<file path="src/rtl/ccff_chain_loader.sv">
// Streams bitstream words MSB first into a ccff chain; accepts a word only in LOAD (s_ready), shifting starts the next cycle.
// Optional tail readback under CCFF_LOADER_READBACK_EN; no backpressure on the readback strobe.
module ccff_chain_loader #(
    parameter int CHAIN_LEN = 24,
    parameter int WORD_W    = 8
) (
    input  logic              prog_clk,
    input  logic              pReset,
    input  logic              cfg_start,
    input  logic              s_valid,
    input  logic [WORD_W-1:0] s_data,
    output logic              s_ready,
    output logic              ccff_head,
    output logic              ccff_shift_en,
    input  logic              ccff_tail,
    output logic              busy,
    output logic              done,
    output logic              rb_valid,
    output logic [WORD_W-1:0] rb_data
);
    localparam int CNT_W  = $clog2(CHAIN_LEN + 1);
    localparam int WCNT_W = $clog2(WORD_W + 1);

    typedef enum logic [1:0] {IDLE, LOAD, SHIFT, DONE} state_t;

    state_t             state_q, state_d;
    logic [CNT_W-1:0]   cnt_q, cnt_d;
    logic [WCNT_W-1:0]  wcnt_q, wcnt_d;
    logic [WORD_W-1:0]  sr_q, sr_d;
    logic               last_chain_bit;
    logic               last_word_bit;

    assign last_chain_bit = (cnt_q == CNT_W'(CHAIN_LEN - 1));
    assign last_word_bit  = (wcnt_q == WCNT_W'(WORD_W - 1));

    always_comb begin
        state_d       = state_q;
        cnt_d         = cnt_q;
        wcnt_d        = wcnt_q;
        sr_d          = sr_q;
        s_ready       = 1'b0;
        ccff_shift_en = 1'b0;
        ccff_head     = 1'b0;
        busy          = (state_q != IDLE);
        done          = 1'b0;
        case (state_q)
            IDLE: begin
                if (cfg_start) begin
                    state_d = LOAD;
                    cnt_d   = '0;
                end
            end
            LOAD: begin
                s_ready = 1'b1;
                if (s_valid) begin
                    sr_d    = s_data;
                    wcnt_d  = '0;
                    state_d = SHIFT;
                end
            end
            SHIFT: begin
                ccff_shift_en = 1'b1;
                ccff_head     = sr_q[WORD_W-1];
                sr_d          = sr_q << 1;
                cnt_d         = cnt_q + 1'b1;
                wcnt_d        = wcnt_q + 1'b1;
                // Chain end wins over word end: leftover low bits are dropped.
                if (last_chain_bit) begin
                    state_d = DONE;
                end else if (last_word_bit) begin
                    state_d = LOAD;
                end
            end
            DONE: begin
                done    = 1'b1;
                state_d = IDLE;
            end
            default: state_d = IDLE;
        endcase
    end

    always_ff @(posedge prog_clk) begin
        if (pReset) begin
            state_q <= IDLE;
            cnt_q   <= '0;
            wcnt_q  <= '0;
            sr_q    <= '0;
        end else begin
            state_q <= state_d;
            cnt_q   <= cnt_d;
            wcnt_q  <= wcnt_d;
            sr_q    <= sr_d;
        end
    end

`ifdef CCFF_LOADER_READBACK_EN
    localparam logic [WORD_W-1:0] RB_MSB = WORD_W'(64'd1 << (WORD_W - 1));

    logic [WORD_W-1:0] rb_sr_q, rb_sr_d;
    logic [WORD_W-1:0] rb_data_q;
    logic              rb_valid_q;

    // Tail bits land left-aligned at the word bit index, so a short final word is zero-padded.
    always_comb begin
        rb_sr_d = rb_sr_q;
        if (ccff_shift_en) begin
            rb_sr_d = (wcnt_q == '0) ? '0 : rb_sr_q;
            if (ccff_tail) begin
                rb_sr_d = rb_sr_d | (RB_MSB >> wcnt_q);
            end
        end
    end

    always_ff @(posedge prog_clk) begin
        if (pReset) begin
            rb_sr_q    <= '0;
            rb_data_q  <= '0;
            rb_valid_q <= 1'b0;
        end else begin
            rb_sr_q    <= rb_sr_d;
            rb_valid_q <= ccff_shift_en && (last_word_bit || last_chain_bit);
            if (ccff_shift_en && (last_word_bit || last_chain_bit)) begin
                rb_data_q <= rb_sr_d;
            end
        end
    end

    assign rb_valid = rb_valid_q;
    assign rb_data  = rb_data_q;
`else
    logic unused_tail;
    assign unused_tail = ccff_tail;
    assign rb_valid    = 1'b0;
    assign rb_data     = '0;
`endif

endmodule
</file>
<file path="config.mk">
export PLATFORM = sky130hd
export DESIGN_NAME = ccff_chain_loader
export DESIGN_NICKNAME = d
export VERILOG_FILES = /design/src/rtl/ccff_chain_loader.sv
export SDC_FILE = /design/constraint.sdc
export NUM_CORES = 1
export LEC_CHECK = 0
export CAP_MARGIN = 20
export CORE_MARGIN = 2
export CORE_UTILIZATION = 36
export CTS_CLUSTER_SIZE = 40
export DETAILED_ROUTE_END_ITERATION = 8
export GPL_TIMING_DRIVEN = 0
export PLACE_DENSITY_LB_ADDON = 0.3
export SYNTH_ARGS = -nofsm -noshare
export SYNTH_HDL_FRONTEND = slang
export SYNTH_SLANG_ARGS = --single-unit
</file>
<file path="constraint.sdc">
create_clock -name prog_clk -period 2.65 [get_ports prog_clk]
set_input_delay 0.53 -clock prog_clk [delete_from_list [all_inputs] [get_ports prog_clk]]
set_output_delay 0.53 -clock prog_clk [all_outputs]
set_load 0.02 [all_outputs]
</file>
==> results.cfg, run 1 <==
[finish]
diodes = 0
mostFrequentLayoutCells = dfxtp_1, nor2_1, clkdlybuf4s50_1
final_net_count = 166
final_area_sq_um = 1265
utilization_pct = 46.68
drive_gt1_share_pct = 14.00
layout_commonest_cell = dfxtp_1
area_delta_synth_final_pct = 25.28
layout.cells.non_filler = 181

[floorplan]
initial_core_util_pct = 37.26
die_h_um = 56.96
num_io_pins = 27
die_width_um = 56.96
coreArea_sq_um = 2710
dieArea_sq_um = 3244
fp-row-count = 19

[worst_setup_path]
endpoint_kind = primary output
cp.arrival_ps = 1860
startpoint_type = register
crit_type = register to primary output
critical_path_required_ps = 2120
path_max_fanout = 10

[drt]
drtPass1Iterations = 4
drc = 0
wl_per_cell_um = 11.40
vias = 895
drt.antenna.violating_nets = 0
wl_um = 2063
via_per_inst = 4.945
drt_iter0_markers = 30

[logic_synthesis]
netlist_instances = 122
ys_ff_latch = 19
async_reset_ff_share_pct = 0
synth_warnings = 0
syn_area_per_cell_sq_um = 8.276
synth-edff-count = 0
ys_seq_area_share_pct = 37.67
synthFlopType = dfxtp_1
synth_area_sq_um = 1010
synth_cell_types = 35

[sta]
setup_viol = 0
slew_viol_final = 0
rsz0062_at_grt = no
finalSetupTns_ps = 0
skew_ps = 3.077
final_hold_viol_count = 0
fmax_ghz = 0.4191
hold-worst-slack_ps = 496.8
fin_crit_ps = 2386
fin_crit_sh_pct = 90.03
setup_ws_ps = 264.1

[grt]
grt_max_degree = 11
antenna_found_initial = 0
grt_pass1_vias = 797
overflow = 0
grt_usage_pct = 13.79
grt_pass1_wl_um = 3532

[placed_design]
place_congestion = 0.7294
portBuffers = 16
placed_cells = 177
dp_hpwl_um = 1540
dp_slack_ps = 583.6
postPlaceCellArea_sq_um = 1239

[cts]
cts.clk_slew.worst_paths_ps = 100
cts_buffer_depth = 2
cts.sinks = 19
cts_root_buf = clkbuf_4
htreeDepth = 1
cts_made_buffers = 3
cts_hold_buf = 0
postCtsResizedCells = 0
clk_latency_ps = 290
cts_tree = yes
postCtsSetupBuffers = 0

[power_and_ir_drop]
powerDensity_nw_per_um2 = 452.9
p_total_mw = 0.5729
vdd_drop_max_uv = 358.8
power_leakage_nw = 0.5064

[flow_run]
cap_violations = 0

[worst_hold_path]
holdCritPathClass = register to register

[status]
outcome = finished clean
## per-layer routing
metal,part of all wire (%),track usage [%],wire length [um]
met1,47,16.88,963
met2,47,23.48,969
met3,5.7,5.442,117
met4,0.58,1.993,12
met5,0,0,0
## critical path, cell delays in order, from the launching register on
cell	delay (ps)
dfxtp_1	320
nand2b_1	140
buf_6	140
clkinv_2	90
buf_6	140
and2_1	140
clkdlybuf4s50_1	600
## path summary, 6_finish.rpt
path | startpoint | endpoint | slack (ps) | cells past startpoint
hold reg to reg | wcnt_q[1]$_SDFFE_PP0P_ | wcnt_q[1]$_SDFFE_PP0P_ | 500 | 2
setup / recovery | state_q[0]$_SDFFE_PP0P_ | ccff_head | 260 | 6
setup reg to reg | state_q[1]$_SDFFE_PP0P_ | cnt_q[0]$_SDFFE_PP0P_ | 1360 | 4
hold / removal | wcnt_q[1]$_SDFFE_PP0P_ | wcnt_q[1]$_SDFFE_PP0P_ | 500 | 2
## cell families after synthesis
| family | count (synthesis) | share of synthesized area [%] |
|---|---|---|
| compound gates | 17 | 11.65 |
| fa+ha+maj | 2 | 2.478 |
| buf+inv | 20 | 13.63 |
| flops | 19 | 37.67 |
| mux | 2 | 1.983 |
| other cells | 1 | 0.3714 |
| simple gates | 61 | 32.22 |
## cell type report
type | instances | area, sq um
sequential | 19 | 380.4
tap | 31 | 38.79
buffer | 18 | 128.9
multi-input combinational | 91 | 521.8
clock buffer | 4 | 26.28
fill | 283 | 1445
inverter | 2 | 8.758
timing repair buffer | 16 | 160.2
## flip-flops by register name, indices dropped and copies added (netlist names)
name     count
sr_q         8
cnt_q        5
state_q      2
wcnt_q       4
## synthesized netlist by cell type (2+ instances only)
library cell  count  area, sq um
clkbuf_1          3        11.26
dfxtp_1          19        380.4
nand4b_1          2        17.52
mux2i_1           2        20.02
or3_1             3        18.77
nand3_1           9        45.04
and2_1            2        12.51
nor4_1            6        37.54
nand2_1           5        18.77
ha_1              2        25.02
buf_6             2        22.52
nor2_1           17        63.81
nor3_1            7        35.03
nand2b_1          2        12.51
buf_4            12        90.09
o31ai_1           2        15.01
a21oi_1           3        15.01
nand3b_1          4        30.03
a31oi_1           4        25.02
## power by group
group,switching (mW),total [mW],leakage [nW],internal (mW)
Combinational,0.0608,0.120,0.337,0.0592
Sequential,0.00825,0.308,0.155,0.300
Clock,0.0860,0.145,0.0150,0.0585
Total,0.155,0.573,0.506,0.418
(Power assumes the default switching activity.)
==> inputs of run 2 (changes only) <==
--- a/config.mk
+++ b/config.mk
@@ -10,6 +10,7 @@
 export CORE_UTILIZATION = 36
 export CTS_CLUSTER_SIZE = 40
 export DETAILED_ROUTE_END_ITERATION = 8
+export GPL_ROUTABILITY_DRIVEN = 1
 export GPL_TIMING_DRIVEN = 0
 export PLACE_DENSITY_LB_ADDON = 0.3
 export SYNTH_ARGS = -nofsm -noshare
==> results of run 2 <==
The final DEF is identical to that of run 1; final timing and power are the same.
